`src/rtl/pifdefs.sv`:
```
// Shared definitions for the I2C-fed register sequencer: byte tags, register
// map, reset values and the FSM state encoding.
package pifdefs;

  localparam int I2C_DATA_BITS = 6;

  typedef logic [I2C_DATA_BITS-1:0] pif_data_t;

  localparam logic [1:0] TAG_ADDR = 2'b00;
  localparam logic [1:0] TAG_DATA = 2'b01;

  localparam pif_data_t ADDR_ID       = 6'd0;
  localparam pif_data_t ADDR_SCRATCH  = 6'd1;
  localparam pif_data_t ADDR_LED_CTRL = 6'd2;
  localparam pif_data_t ADDR_HALF_PER = 6'd3;

  localparam pif_data_t RST_LED_CTRL = 6'h02;
  localparam pif_data_t RST_HALF_PER = 6'd19;

  localparam int LED_SYNC_BIT = 0;
  localparam int LED_EN_BIT   = 1;

  typedef enum logic [1:0] {
    IDLE   = 2'd0,
    ACTIVE = 2'd1,
    ERROR  = 2'd2
  } pif_state_t;

  // Only pointer values 0..7 map onto the physical register file.
  function automatic logic in_regfile(input pif_data_t addr);
    return addr[I2C_DATA_BITS-1:3] == 3'b000;
  endfunction

endpackage

```
`src/rtl/pif_reg_seq_if.sv`:
```
// Byte-stream handshake between the I2C slave core (master side) and the
// register sequencer (slave side).
interface pif_reg_seq_if;

  logic       rx_valid;
  logic [7:0] rx_byte;
  logic       rx_stop;
  logic       tx_req;
  logic       tx_valid;
  logic [7:0] tx_byte;

  modport master (
    output rx_valid, rx_byte, rx_stop, tx_req,
    input  tx_valid, tx_byte
  );

  modport slave (
    input  rx_valid, rx_byte, rx_stop, tx_req,
    output tx_valid, tx_byte
  );

endinterface

```
`src/rtl/pif_blink.sv`:
```
// LED blinker: prescaler tick, programmable half-period counter and the
// enable/sync/alternate output mux.
module pif_blink
  import pifdefs::*;
#(
  parameter int PRESCALE = 1000
) (
  input  logic      clk,
  input  logic      GSRn,
  input  logic      restart,
  input  logic      led_sync,
  input  logic      led_en,
  input  pif_data_t half_period,
  output logic      LEDR,
  output logic      LEDG
);

  localparam int PW = $clog2(PRESCALE);

  logic [PW-1:0] pre_cnt;
  pif_data_t     half_cnt;
  logic          phase;
  logic          tick;

  assign tick = (pre_cnt == PW'(PRESCALE - 1));

  // NOTE: sequential state is updated with non-blocking assignments so every
  // register samples pre-edge values regardless of statement order.
  always_ff @(posedge clk) begin
    if (!GSRn) begin
      pre_cnt  <= '0;
      half_cnt <= '0;
      phase    <= 1'b0;
    end else if (restart) begin
      pre_cnt  <= '0;
      half_cnt <= '0;
      phase    <= 1'b0;
    end else begin
      pre_cnt <= tick ? '0 : pre_cnt + PW'(1);
      if (tick) begin
        if (half_cnt == half_period) begin
          half_cnt <= '0;
          phase    <= ~phase;
        end else begin
          half_cnt <= half_cnt + 6'd1;
        end
      end
    end
  end

  // NOTE: every output gets a default first so no path leaves a latch behind.
  always_comb begin
    LEDR = 1'b0;
    LEDG = 1'b0;
    if (led_en) begin
      LEDR = phase;
      LEDG = led_sync ? phase : ~phase;
    end
  end

endmodule

```
`src/rtl/pif_reg_seq.sv`:
```
// Register sequencer behind an I2C slave: tagged bytes load a pointer or write
// registers, read requests stream registers back, and reg2/reg3 drive a blinker.
module pif_reg_seq
  import pifdefs::*;
#(
  parameter int        PRESCALE = 1000,
  parameter pif_data_t ID_VALUE = 6'h2A
) (
  input  logic          clk,
  input  logic          GSRn,
  pif_reg_seq_if.slave  pif,
  output logic          err,
  output logic          LEDR,
  output logic          LEDG
);

  pif_state_t state;
  pif_state_t state_rx;
  pif_data_t  ptr;
  pif_data_t  ptr_rx;
  pif_data_t  pend_addr;
  pif_data_t  rd_addr;
  pif_data_t  rd_data;
  pif_data_t  regs [1:7];
  logic       pending;
  logic       wr_en;
  logic       wr_ok;
  logic       err_set;
  logic       rd_go;
  logic       rd_defer;
  logic       rd_drop;
  logic       blink_restart;

  logic [1:0] tag;
  pif_data_t  payload;

  assign tag     = pif.rx_byte[7:6];
  assign payload = pif.rx_byte[I2C_DATA_BITS-1:0];

  // Effect of the received byte on state and pointer; rx_stop overrides the
  // state only after the byte itself has been interpreted.
  always_comb begin
    state_rx = state;
    ptr_rx   = ptr;
    wr_en    = 1'b0;
    err_set  = 1'b0;
    if (pif.rx_valid) begin
      case (state)
        IDLE: begin
          if (tag == TAG_ADDR) begin
            ptr_rx   = payload;
            state_rx = ACTIVE;
          end else if (tag == TAG_DATA) begin
            err_set  = 1'b1;
            state_rx = ERROR;
          end
        end
        ACTIVE: begin
          if (tag == TAG_ADDR) begin
            ptr_rx = payload;
          end else if (tag == TAG_DATA) begin
            wr_en  = 1'b1;
            ptr_rx = ptr + 6'd1;
          end
        end
        default: ;
      endcase
    end
    if (pif.rx_stop) state_rx = IDLE;
  end

  assign wr_ok = wr_en && in_regfile(ptr) && (ptr != ADDR_ID);

  // A read colliding with an rx byte is parked with the pointer it saw, then
  // served one cycle later so it returns the freshly written contents.
  assign rd_defer = pif.tx_req && !pending && pif.rx_valid;
  assign rd_drop  = pif.tx_req && pending;
  assign rd_go    = pending || (pif.tx_req && !pif.rx_valid);
  assign rd_addr  = pending ? pend_addr : ptr;

  always_comb begin
    rd_data = '0;
    if (in_regfile(rd_addr)) begin
      if (rd_addr[2:0] == 3'd0) rd_data = ID_VALUE;
      else                      rd_data = regs[rd_addr[2:0]];
    end
  end

  always_ff @(posedge clk) begin
    if (!GSRn) begin
      state         <= IDLE;
      ptr           <= '0;
      pend_addr     <= '0;
      pending       <= 1'b0;
      err           <= 1'b0;
      pif.tx_valid  <= 1'b0;
      pif.tx_byte   <= '0;
      blink_restart <= 1'b0;
      // NOTE: this register file is small and its power-up contents are
      // architecturally visible, so it is reset like ordinary flops.
      for (int i = 1; i <= 7; i++) regs[i] <= '0;
      regs[ADDR_LED_CTRL[2:0]] <= RST_LED_CTRL;
      regs[ADDR_HALF_PER[2:0]] <= RST_HALF_PER;
    end else begin
      state         <= state_rx;
      ptr           <= rd_go ? ptr_rx + 6'd1 : ptr_rx;
      pending       <= rd_defer;
      pif.tx_valid  <= rd_go;
      blink_restart <= wr_ok && (ptr == ADDR_LED_CTRL || ptr == ADDR_HALF_PER);
      if (rd_defer)          pend_addr   <= ptr;
      if (rd_go)             pif.tx_byte <= {TAG_DATA, rd_data};
      if (wr_ok)             regs[ptr[2:0]] <= payload;
      if (err_set || rd_drop) err        <= 1'b1;
    end
  end

  pif_blink #(
    .PRESCALE (PRESCALE)
  ) u_blink (
    .clk         (clk),
    .GSRn        (GSRn),
    .restart     (blink_restart),
    .led_sync    (regs[ADDR_LED_CTRL[2:0]][LED_SYNC_BIT]),
    .led_en      (regs[ADDR_LED_CTRL[2:0]][LED_EN_BIT]),
    .half_period (regs[ADDR_HALF_PER[2:0]]),
    .LEDR        (LEDR),
    .LEDG        (LEDG)
  );

endmodule

```
`src/flat_wrapper.sv`:
```
// flat-port wrapper written by rule: the top's interface ports become plain ports
module pif_reg_seq_flat import pifdefs::*;
#(
  parameter int        PRESCALE = 1000,
  parameter pif_data_t ID_VALUE = 6'h2A
)
  (clk, GSRn, err, LEDR, LEDG, pif_rx_valid, pif_rx_byte, pif_rx_stop, pif_tx_req, pif_tx_valid, pif_tx_byte);
  pif_reg_seq_if pif_i ();
  input  logic clk;
  input  logic GSRn;
  output logic err;
  output logic LEDR;
  output logic LEDG;
  input wire logic [$bits(pif_i.rx_valid)-1:0] pif_rx_valid;
  input wire logic [$bits(pif_i.rx_byte)-1:0] pif_rx_byte;
  input wire logic [$bits(pif_i.rx_stop)-1:0] pif_rx_stop;
  input wire logic [$bits(pif_i.tx_req)-1:0] pif_tx_req;
  output wire logic [$bits(pif_i.tx_valid)-1:0] pif_tx_valid;
  output wire logic [$bits(pif_i.tx_byte)-1:0] pif_tx_byte;
  assign pif_i.rx_valid = pif_rx_valid;
  assign pif_i.rx_byte = pif_rx_byte;
  assign pif_i.rx_stop = pif_rx_stop;
  assign pif_i.tx_req = pif_tx_req;
  assign pif_tx_valid = pif_i.tx_valid;
  assign pif_tx_byte = pif_i.tx_byte;
  pif_reg_seq #(.PRESCALE(PRESCALE), .ID_VALUE(ID_VALUE)) u_core (.clk(clk), .GSRn(GSRn), .pif(pif_i), .err(err), .LEDR(LEDR), .LEDG(LEDG));
endmodule
```
`config.mk`:
```
export PLATFORM = sky130hd
export DESIGN_NAME = pif_reg_seq_flat
export DESIGN_NICKNAME = d
export VERILOG_FILES = /design/src/rtl/pifdefs.sv /design/src/rtl/pif_reg_seq_if.sv /design/src/rtl/pif_blink.sv /design/src/rtl/pif_reg_seq.sv /design/src/flat_wrapper.sv
export SDC_FILE = /design/constraint.sdc
export NUM_CORES = 1
export LEC_CHECK = 0
export CORE_MARGIN = 2
export CORE_UTILIZATION = 53
export DETAILED_ROUTE_END_ITERATION = 10
export PLACE_DENSITY = 0.72
export SLEW_MARGIN = 10
export SYNTH_ARGS = -nofsm -noshare
export SYNTH_HDL_FRONTEND = slang
export SYNTH_SLANG_ARGS = --single-unit
```
`constraint.sdc`:
```
create_clock -name clk -period 2.3 [get_ports clk]
set_input_delay 0.46 -clock clk [delete_from_list [all_inputs] [get_ports clk]]
set_output_delay 0.46 -clock clk [all_outputs]
set_load 0.02 [all_outputs]
```
==> results.tsv <==
metric	value	unit
sw frac	24.6	%
r2r endpoint	u_core.regs[7][3]$_SDFFCE_PN0P_	
share of post-route cells with drive strength above 1	16.3	%
Max Fclk	471	MHz
clock root buffer master	clkbuf_8	
top post-synthesis cells by area	edfxtp_1 (31%), dfxtp_1 (20%), mux2i_1 (7.0%)	
Distinct cells, synth	59	
Top delay family on crit path	simple AND/OR/NAND/NOR gates	
Yosys warnings	0	
Filler Cells Inserted	630	
Crit Path Class	input pin to register	
first-pass GRT wire length	14.9	mm
vias	3150	
sequential area share after synthesis	50.8	%
worst path cell trace	clkdlybuf4s50_1 -> or3b_4 -> a21oi_1 -> or2_1 -> ha_1 -> nand2_1 -> or4_1 -> a21oi_1	
# DRC	0	
nets@finish	492	
Core Region	0.00765	mm^2
Final GP Congestion	0.836	
delay of the slowest critical-path stage	0.47	ns
die width	92.3	um
# diodes	0	
Starting Density	54.1	%
Worst Setup EP	u_core.ptr[4]$_SDFF_PN0_	
CP arrival	2.41	ns
Clk network pwr share	35.7	%
Crit path required time	2.58	ns
maximum VDD drop	0.348	mV
minimum clock period	2.12	ns
Seq cells post-synth	84	
Final ANT Viol Nets	0	
initial antenna violation count	0	
Pwr per Cell Area	637	mW/mm^2
WP depth	8	
Top FF cell, synth	edfxtp_1	
final instance area	0.00501	mm^2
Critical Path Source Type	input pin	
period utilisation layout	92.4	%
worst hold start	u_core.pif.tx_byte[5]$_SDFFE_PN0N_	
outcome	complete, no violations	
CTS tree	yes	
Slowest-stage cell, CP	clkdlybuf4s50_1	
# Max-Cap Violations	0	
top-count cell post-synth	nor2_1	
Clock Skew	0.00785	ns
Port Buf Inserts	23	
most frequent cell on the critical path	a21oi_1	
P_sw	0.784	mW
Final Max Tran Viols	0	
RSZ-0062 raised after global routing	no	
Min-Delay Path Class	register to register	
Sequential Power Share	51.5	%
R2R depth	7	
Gate power share	12.7	%
Detail Placement HPWL	7.19	mm
crit path from	pif_rx_valid	
crit end category	register	
Hold Violations, Final	0	
number of flops mapped to enable cells by yosys	42	
Max Root-Sink Buffers	2	
layout overhead on the synthesized area	21.3	%
Clock Latency Late Sink	0.36	ns
cell taking the most area after synthesis	edfxtp_1	
vias in the first global route	3051	
CTS clk-pin slew, worst paths	0.08	ns
Crit path buffers/inverters	1	
Syn Area/Cell	10.2	um^2
P_leak	1.96	nW
area of placed instances	0.00480	mm^2
CTS buffer count	9	
Pre-antenna DRT Iters	4	
internal cell power	2.41	mW
worst r2r src	u_core.ptr[0]$_SDFF_PN0_	
number of DRC markers in iteration 0	191	
Die H	92.3	um
GRT Overall Usage	23.0	%
IO Count	25	
cts hold-fix bufs	0	
Non-Filler Instances	580	
H-tree Lvls	3	
setup violators final	0	
final WL	9.33	mm
placed cells	564	
Net Count, Synth	425	
register-to-register path setup slack	0.20	ns
grt ovf	0	
die area	0.00852	mm^2
Max FO, Critical Path	4	
Post-Syn Area	0.00413	mm^2
cells after synthesis	406	
top cell type's share of synthesized area	30.5	%
Synth top cells by count	nor2_1 (47), dfxtp_1 (42), edfxtp_1 (42)	
DR WL/cell	16.1	um
asr flop ratio synth	0	%
largest net degree at the start of global routing	23	
total power	3.19	mW
clk sinks	84	
row cnt	32	
post-CTS resize count	0	
Vias/cell	5.43	
number of setup buffers added after CTS	0	
[placed cells by master (no fill, tap or decap), drive strengths merged, types with 15 or more instances in the layout]
cell / n
edfxtp: 42
and2: 41
nand2: 32
o21ai: 21
xnor2: 15
buf: 48
mux2i: 29
a21oi: 17
clkdlybuf4s50: 23
nor2: 47
dfxtp: 42
[flip-flops by register name, summed over array words and instances (netlist names), 2 cells and up]
| name | cells |
|---|---|
| u_core.regs | 42 |
| u_core.u_blink.half_cnt | 6 |
| u_core.pend_addr | 6 |
| u_core.u_blink.pre_cnt | 10 |
| u_core.pif.tx_byte | 7 |
| u_core.state | 2 |
| u_core.ptr | 6 |
[power by group through the flow]
stage	registers (mW)	clock network [mW]	logic [mW]
6_report	1.65	1.14	0.407
3_5_place_dp	1.68	0	0.405
2_1_floorplan	1.68	0	0.221
5_1_grt	1.65	1.22	0.443
3_3_place_gp	1.68	0	0.401
4_1_cts	1.65	1.16	0.407
[layer usage]
| layer | up-vias | wire, um | global-route usage [%] |
|---|---|---|---|
| li1 | 1581 | - | - |
| met1 | 1495 | 4270 | 29.2 |
| met2 | 64 | 4590 | 38.6 |
| met3 | 10 | 371 | 5.13 |
| met4 | 0 | 91 | 8.21 |
| met5 | - | 0 | 0 |
[stage by stage]
stage	setup TNS (ns)	hold WS (ns)	util (%)	setup WS, ns
3_5_place_dp	-6.51	0.443	62.7	-0.179
2_1_floorplan	0	0.413	-	0.0450
6_report	0	0.448	65.6	0.175
5_1_grt	0	0.462	65.6	0.0158
4_1_cts	0	0.455	65.5	0.116
3_3_place_gp	-3.84	0.430	62.7	-0.141
[kinds of logic after synthesis]
family | share of synthesized area (%)
buf+inv | 2.36
flops | 50.8
fa+ha+maj | 1.82
compound gates | 9.81
other cells | 0.0907
mux | 7.29
simple gates | 23.1
xor+xnor | 4.66
[worst min-delay path by stage]
stage                     depth (start not counted)                              endpoint
after floorplan                                   1  u_core.u_blink.pre_cnt[0]$_SDFF_PP0_
after global placement                            1  u_core.u_blink.pre_cnt[0]$_SDFF_PP0_
after detailed placement                          2    u_core.pif.tx_byte[5]$_SDFFE_PN0N_
after CTS                                         2    u_core.pif.tx_byte[5]$_SDFFE_PN0N_
after global routing                              2    u_core.pif.tx_byte[5]$_SDFFE_PN0N_
final                                             2    u_core.pif.tx_byte[5]$_SDFFE_PN0N_
[worst register-to-register path, delay by kind of cell (launching register included)]
kind                       cells  cell delay [ns]
buffers and inverters          3             0.48
DFF                            1             0.39
AOI/OAI and AO/OA              2             0.55
adders and majority gates      1             0.25
and+or+nand+nor                1             0.13
[layout make-up]
cell class	instances	area, um^2	area share [%]
sequential	84	2100	42.0
timing repair buffer	71	603	12.0
multi-input combinational	301	1940	38.7
clock inverter	6	88.8	1.77
tap	102	128	2.55
clock buffer	10	128	2.55
inverter	6	22.5	0.449
Note: power is estimated with default switching activity, not from simulation.
